==> config.mk <==
export PLATFORM = sky130hd
export DESIGN_NAME = counter_run_ctrl
export DESIGN_NICKNAME = d
export VERILOG_FILES = /design/src/rtl/counter_run_ctrl.sv
export SDC_FILE = /design/constraint.sdc
export NUM_CORES = 1
export LEC_CHECK = 0
export CORE_MARGIN = 2
export CORE_UTILIZATION = 36
export DETAILED_ROUTE_END_ITERATION = 8
export SYNTH_ARGS = -nofsm -noshare
export SYNTH_HDL_FRONTEND = slang
export SYNTH_SLANG_ARGS = --single-unit
==> constraint.sdc <==
create_clock -name clk -period 1.9 [get_ports clk]
set_input_delay 0.38 -clock clk [delete_from_list [all_inputs] [get_ports clk]]
set_output_delay 0.38 -clock clk [all_outputs]
set_load 0.005 [all_outputs]
==> src/rtl/counter_run_ctrl.sv <==
// counter_run_ctrl: run/stop/clear controller for a two-digit BCD 00-99 counter.
// Debounces two raw buttons into press events and sequences IDLE/RUN/PAUSE/DONE.
// While running, it issues a count_en tick every TICK_DIV cycles. A clear press
// sends a one-cycle cnt_clr. With limit_en set, the FSM stops at the limit value.
// Ports:
//   clk, rst_n             clock, asynchronous active-low reset
//   btn_start, btn_clear   raw active-high buttons (asynchronous to clk)
//   limit_en               1 = stop at {limit_tens,limit_ones}; 0 = free-run
//   limit_tens, limit_ones limit value (BCD; a digit > 9 never matches)
//   bcd_tens, bcd_ones     counter value feedback
//   count_en               one-cycle increment pulse to the counter
//   cnt_clr                one-cycle synchronous clear request to the counter
//   running, done          high in RUN / DONE
//   state                  IDLE=0, RUN=1, PAUSE=2, DONE=3
module counter_run_ctrl #(
    parameter int unsigned TICK_DIV   = 50000000,
    parameter int unsigned DEB_CYCLES = 1000000
) (
    input  logic       clk,
    input  logic       rst_n,
    input  logic       btn_start,
    input  logic       btn_clear,
    input  logic       limit_en,
    input  logic [3:0] limit_tens,
    input  logic [3:0] limit_ones,
    input  logic [3:0] bcd_tens,
    input  logic [3:0] bcd_ones,
    output logic       count_en,
    output logic       cnt_clr,
    output logic       running,
    output logic       done,
    output logic [1:0] state
);

    localparam int unsigned PRE_W = (TICK_DIV > 1) ? $clog2(TICK_DIV) : 1;
    localparam int unsigned DEB_W = $clog2(DEB_CYCLES + 1);
    localparam logic [PRE_W-1:0] PRE_LAST = PRE_W'(TICK_DIV - 1);
    localparam logic [DEB_W-1:0] DEB_LAST = DEB_W'(DEB_CYCLES - 1);

    localparam logic [1:0] ST_IDLE  = 2'd0;
    localparam logic [1:0] ST_RUN   = 2'd1;
    localparam logic [1:0] ST_PAUSE = 2'd2;
    localparam logic [1:0] ST_DONE  = 2'd3;

    // Bit 0 = start button, bit 1 = clear button.
    logic [1:0]            sync1_q, sync1_d;
    logic [1:0]            sync2_q, sync2_d;
    logic [1:0]            lvl_q, lvl_d;
    logic [1:0]            press_q, press_d;
    logic [1:0][DEB_W-1:0] deb_cnt_q, deb_cnt_d;

    logic [1:0]       state_q, state_d;
    logic [PRE_W-1:0] pre_q, pre_d;
    logic             count_en_q, count_en_d;
    logic             cnt_clr_q, cnt_clr_d;
    logic             running_q, running_d;
    logic             done_q, done_d;

    logic start_press_c;
    logic clr_press_c;
    logic match_c;

    // Synchronize, debounce and edge-detect both buttons.
    always_comb begin
        sync1_d   = {btn_clear, btn_start};
        sync2_d   = sync1_q;
        lvl_d     = lvl_q;
        deb_cnt_d = deb_cnt_q;
        for (int i = 0; i < 2; i++) begin
            if (sync2_q[i] != lvl_q[i]) begin
                // Counting one more differing sample; accept at DEB_CYCLES.
                if (deb_cnt_q[i] == DEB_LAST) begin
                    lvl_d[i]     = sync2_q[i];
                    deb_cnt_d[i] = '0;
                end else begin
                    deb_cnt_d[i] = deb_cnt_q[i] + DEB_W'(1);
                end
            end else begin
                deb_cnt_d[i] = '0;
            end
        end
        press_d = lvl_d & ~lvl_q;
    end

    always_ff @(posedge clk or negedge rst_n) begin
        if (!rst_n) begin
            sync1_q   <= '0;
            sync2_q   <= '0;
            lvl_q     <= '0;
            press_q   <= '0;
            deb_cnt_q <= '0;
        end else begin
            sync1_q   <= sync1_d;
            sync2_q   <= sync2_d;
            lvl_q     <= lvl_d;
            press_q   <= press_d;
            deb_cnt_q <= deb_cnt_d;
        end
    end

    assign start_press_c = press_q[0];
    assign clr_press_c   = press_q[1];

    // A limit digit above 9 can never be reached, so it disables the stop.
    assign match_c = limit_en && (limit_tens <= 4'd9) && (limit_ones <= 4'd9)
                     && (bcd_tens == limit_tens) && (bcd_ones == limit_ones);

    // Next-state, prescaler and pulse logic; clear > match > start > tick.
    always_comb begin
        state_d    = state_q;
        pre_d      = pre_q;
        count_en_d = 1'b0;
        cnt_clr_d  = 1'b0;
        if (clr_press_c) begin
            cnt_clr_d = 1'b1;
            state_d   = ST_IDLE;
            pre_d     = '0;
        end else begin
            case (state_q)
                ST_IDLE: begin
                    pre_d = '0;
                    if (start_press_c) begin
                        state_d = ST_RUN;
                    end
                end
                ST_RUN: begin
                    if (match_c) begin
                        state_d = ST_DONE;
                        pre_d   = '0;
                    end else if (start_press_c) begin
                        // Prescaler holds so the interrupted interval resumes intact.
                        state_d = ST_PAUSE;
                    end else if (pre_q == PRE_LAST) begin
                        pre_d      = '0;
                        count_en_d = 1'b1;
                    end else begin
                        pre_d = pre_q + PRE_W'(1);
                    end
                end
                ST_PAUSE: begin
                    if (start_press_c) begin
                        state_d = ST_RUN;
                    end
                end
                default: begin
                    pre_d = '0;
                end
            endcase
        end
        running_d = (state_d == ST_RUN);
        done_d    = (state_d == ST_DONE);
    end

    always_ff @(posedge clk or negedge rst_n) begin
        if (!rst_n) begin
            state_q    <= ST_IDLE;
            pre_q      <= '0;
            count_en_q <= 1'b0;
            cnt_clr_q  <= 1'b0;
            running_q  <= 1'b0;
            done_q     <= 1'b0;
        end else begin
            state_q    <= state_d;
            pre_q      <= pre_d;
            count_en_q <= count_en_d;
            cnt_clr_q  <= cnt_clr_d;
            running_q  <= running_d;
            done_q     <= done_d;
        end
    end

    assign count_en = count_en_q;
    assign cnt_clr  = cnt_clr_q;
    assign running  = running_q;
    assign done     = done_q;
    assign state    = state_q;

endmodule

==> run_summary.xml <==
<?xml version="1.0" encoding="UTF-8"?>
<metrics>
  <group name="clocking">
    <metric name="cts_sinks" unit="">80</metric>
    <metric name="worst_setup_hold_path_clk_slew" unit="ns">0.08</metric>
    <metric name="cts_max_path_buffers" unit="">2</metric>
    <metric name="clock_latency" unit="ns">0.35</metric>
    <metric name="ctsRootBufferMaster" unit="">clkbuf_8</metric>
    <metric name="hold_buffers" unit="">0</metric>
    <metric name="cts_tree" unit="">done</metric>
    <metric name="cts_htree_levels" unit="">3</metric>
    <metric name="cts_inserted_buffers" unit="">9</metric>
  </group>
  <group name="die">
    <metric name="die-area" unit="mm^2">0.0121</metric>
    <metric name="dieHeight" unit="um">110</metric>
    <metric name="floorplan.initialDensity" unit="">0.372</metric>
    <metric name="fp.coreArea" unit="mm^2">0.0109</metric>
    <metric name="io_pins" unit="">27</metric>
    <metric name="std_cell_rows" unit="">38</metric>
    <metric name="die-width" unit="um">110</metric>
  </group>
  <group name="place">
    <metric name="dpl.hpwl" unit="um">6340</metric>
    <metric name="placed_area" unit="mm^2">0.00497</metric>
    <metric name="preCtsSetupSlack" unit="ns">-0.659</metric>
    <metric name="io_buffers" unit="">26</metric>
    <metric name="finalWeightedCongestion" unit="">0.863</metric>
  </group>
  <group name="hold_path">
    <metric name="worst_hold_path_type" unit="">in -&gt; async</metric>
  </group>
  <group name="pwr">
    <metric name="power_frac_comb" unit="">0.050</metric>
    <metric name="internal-power" unit="mW">2.64</metric>
    <metric name="p_switching" unit="mW">0.702</metric>
    <metric name="sequentialPowerShare" unit="">0.517</metric>
    <metric name="powerDensity" unit="mW/mm^2">598</metric>
    <metric name="switching_share_of_power" unit="">0.210</metric>
    <metric name="clock_share_of_power" unit="">0.432</metric>
    <metric name="p_leak" unit="nW">2.56</metric>
    <metric name="vdd.ir_drop.worst" unit="uV">507</metric>
  </group>
  <group name="layout">
    <metric name="fillCellCount" unit="">994</metric>
    <metric name="final_common_cell" unit="">dfrtp_1</metric>
    <metric name="most-common-layout-cells" unit="">80 x dfrtp_1, 63 x buf_4, 57 x nor2_1</metric>
    <metric name="num-nets-final" unit="">555</metric>
    <metric name="layout-area-overhead-vs-synth" unit="%">38.2</metric>
    <metric name="total_non_filler_cell_area_in_the_finished_layout" unit="mm^2">0.00559</metric>
    <metric name="final_layout_size_suffix_gt1_frac" unit="">0.276</metric>
    <metric name="multiInputGateArea" unit="mm^2">0.00222</metric>
    <metric name="diodes" unit="">0</metric>
    <metric name="seq_area" unit="mm^2">0.00200</metric>
  </group>
  <group name="drt">
    <metric name="drt-wirelength-per-cell" unit="um">14.3</metric>
    <metric name="routed_via_density" unit="">5.20</metric>
    <metric name="drt_wl_total" unit="um">9650</metric>
    <metric name="final_antenna_net_count" unit="">0</metric>
    <metric name="detail_route.iter0.violations" unit="">175</metric>
    <metric name="dr.pass1.iters" unit="">4</metric>
    <metric name="detailroute.via_count" unit="">3514</metric>
    <metric name="detail_route.drc_violations" unit="">0</metric>
  </group>
  <group name="grt">
    <metric name="grt_start_max_net_pins" unit="">81</metric>
    <metric name="first_global_vias" unit="">3480</metric>
    <metric name="grt_remaining_overflow" unit="">0</metric>
    <metric name="grt.total_usage" unit="">0.172</metric>
    <metric name="antenna_found_initial" unit="">0</metric>
    <metric name="grt_first_pass_wirelength" unit="um">16200</metric>
  </group>
  <group name="sta">
    <metric name="max_clock_freq" unit="MHz">506</metric>
    <metric name="timing.final.crit_period" unit="ns">1.98</metric>
    <metric name="setup_viol" unit="">13</metric>
    <metric name="hold_violation_count_in_the_final_report" unit="">0</metric>
    <metric name="hold_slack" unit="ns">0.0400</metric>
    <metric name="rsz_0062_raised_after_global_routing" unit="">yes</metric>
    <metric name="max_slew_margin" unit="">0.545</metric>
    <metric name="fin_tns_setup" unit="ns">-0.603</metric>
    <metric name="post-route-period-util" unit="">1.04</metric>
    <metric name="timing.final.max_slew_violations" unit="">0</metric>
    <metric name="transition_time_at_the_pin_with_the_least_slew_margin" unit="ns">0.677</metric>
    <metric name="layout_setup_ws" unit="ns">-0.0780</metric>
    <metric name="finalClockSkew" unit="ns">0.0142</metric>
  </group>
  <group name="yosys">
    <metric name="synth_top_cell_by_area" unit="">dfrtp_1</metric>
    <metric name="postSynth.asyncResetShare" unit="">1.00</metric>
    <metric name="synth.avg_cell_area" unit="um^2">9.45</metric>
    <metric name="postSynthCellCount" unit="">428</metric>
    <metric name="post_synth_num_cell_types" unit="">45</metric>
    <metric name="yosysSeqAreaShare" unit="">0.495</metric>
    <metric name="synth.top_cell.area_share" unit="">0.495</metric>
    <metric name="yosys_register_bits" unit="">80</metric>
    <metric name="syn_area" unit="mm^2">0.00405</metric>
    <metric name="synth_flop_cell" unit="">dfrtp_1</metric>
    <metric name="ys.warnings.count" unit="">0</metric>
    <metric name="synth_top_cells_by_area" unit="">dfrtp_1 49%, nor2_1 5.7%, xor2_1 5.2%, xnor2_1 4.3%, nand3_1 3.6%</metric>
    <metric name="synth_edf_count" unit="">0</metric>
    <metric name="synth.net_count" unit="">452</metric>
  </group>
  <group name="status">
    <metric name="status" unit="">finished, violations left</metric>
    <metric name="violations_in_the_final_reports" unit="">negative setup slack</metric>
  </group>
  <group name="worst_setup_path">
    <metric name="critical_path.max_stage_delay" unit="ns">0.42</metric>
    <metric name="slowest_stage_cell_on_the_critical_path" unit="">dfrtp_1</metric>
    <metric name="crit_start" unit="">pre_q[7]</metric>
    <metric name="depth_of_the_worst_register_to_register_path" unit="">7</metric>
    <metric name="criticalPathCategory" unit="">reg -&gt; reg</metric>
    <metric name="startpoint_type" unit="">flop</metric>
    <metric name="cp_cell_sequence" unit="">nor4bb_2 -&gt; nand4_1 -&gt; o31ai_4 -&gt; buf_6 -&gt; nor2_4 -&gt; a21o_1 -&gt; a22o_1</metric>
    <metric name="regToRegStartpoint" unit="">pre_q[7]</metric>
    <metric name="critical_path.max_fanout" unit="">8</metric>
    <metric name="cp_data_required_time" unit="ns">2.14</metric>
    <metric name="critPathCaptureType" unit="">flop</metric>
    <metric name="timing.critical_path.arrival" unit="ns">2.22</metric>
  </group>
  <group name="run">
    <metric name="drv.max_cap_violation_count" unit="">0</metric>
  </group>
</metrics>
final cells by class:
cell class | instances | area share
Multi-Input combinational cell | 327 | 0.397
Timing Repair Buffer | 106 | 0.167
Clock inverter | 2 | 0.0107
Inverter | 7 | 0.00470
Sequential cell | 80 | 0.358
Clock buffer | 14 | 0.0309
Tap cell | 140 | 0.0313
power by group through the flow:
stage                     logic [mW]  clock network [mW]  registers [mW]
after floorplan               0.0543                   0            1.76
after global placement         0.153                   0            1.76
after detailed placement       0.156                   0            1.76
after CTS                      0.154                1.49            1.73
after global routing           0.189                1.56            1.73
final                          0.168                1.45            1.73
stage by stage:
| stage | instances | utilization | power, mW |
|---|---|---|---|
| final | 676 | 0.514 | 3.34 |
| after global routing | 676 | 0.514 | 3.48 |
| after global placement | 646 | 0.457 | 1.92 |
| after floorplan | 428 | - | 1.81 |
| after detailed placement | 646 | 0.457 | 1.92 |
| after CTS | 667 | 0.489 | 3.37 |
worst max-delay path: cells and delay by family, from the launching register on:
kind,cells,cell delay [ns]
compound gates,3,0.68
buf+inv,1,0.16
flops,1,0.42
simple gates,3,0.61
path summary, 6_finish.rpt:
check | endpoint | slack, ns
setup reg to reg | pre_q[12] | -0.08
min in group clk | sync2_q[1] | 0.35
hold / removal | lvl_q[0] | 0.04
hold reg to reg | sync2_q[1] | 0.35
setup / recovery | pre_q[12] | -0.08
max in group asynchronous | lvl_q[1] | 1.52
what timing repair did:
action / CTS / global route
endpoints found under the hold margin: 0 / 0
pin swaps: 12 / 33
endpoints found under the setup margin: 28 / 30
setup buffers: 3 / 9
gates cloned: 2 / 0
gates resized for setup: 45 / 88
cells in the mapped netlist, types with 2 or more instances:
cell type / count
nor2_1: 61
or3_1: 5
and4_1: 3
a22o_1: 3
buf_2: 5
a21o_1: 3
and3b_1: 2
ha_1: 3
or4b_1: 2
dfrtp_1: 80
nor4bb_1: 3
a21oi_1: 9
o21ai_1: 5
mux2i_1: 3
and3_1: 21
nor3_1: 22
nand2_1: 34
nand3_1: 29
inv_1: 7
nand2b_1: 4
nand4_1: 12
nor4_1: 7
or2_2: 3
nor3b_1: 2
clkbuf_1: 7
o41ai_1: 3
o21ai_0: 29
mux2_2: 2
xor2_1: 24
xnor2_1: 20
sequential cells by signal, indices dropped and copies added, names as in the netlist:
signal,count
count_en,1
press_q,2
lvl_q,2
cnt_clr,1
sync2_q,2
running,1
deb_cnt_q,40
done,1
pre_q,26
sync1_q,2
state,2
kinds of logic after synthesis:
family | Yosys count | share of synthesized area
buf+inv | 21 | 0.0238
compound gates | 59 | 0.0906
flops | 80 | 0.495
mux | 5 | 0.0130
fa+ha+maj | 3 | 0.00928
simple gates | 216 | 0.273
xor+xnor | 44 | 0.0952
per-layer routing:
| layer | global-route usage | routed length [um] |
|---|---|---|
| met1 | 0.213 | 4380 |
| met3 | 0.0535 | 427 |
| met5 | 0 | 0 |
| met4 | 0.0624 | 218 |
| met2 | 0.281 | 4620 |
No activity file was read; power rests on OpenSTA's default activity.
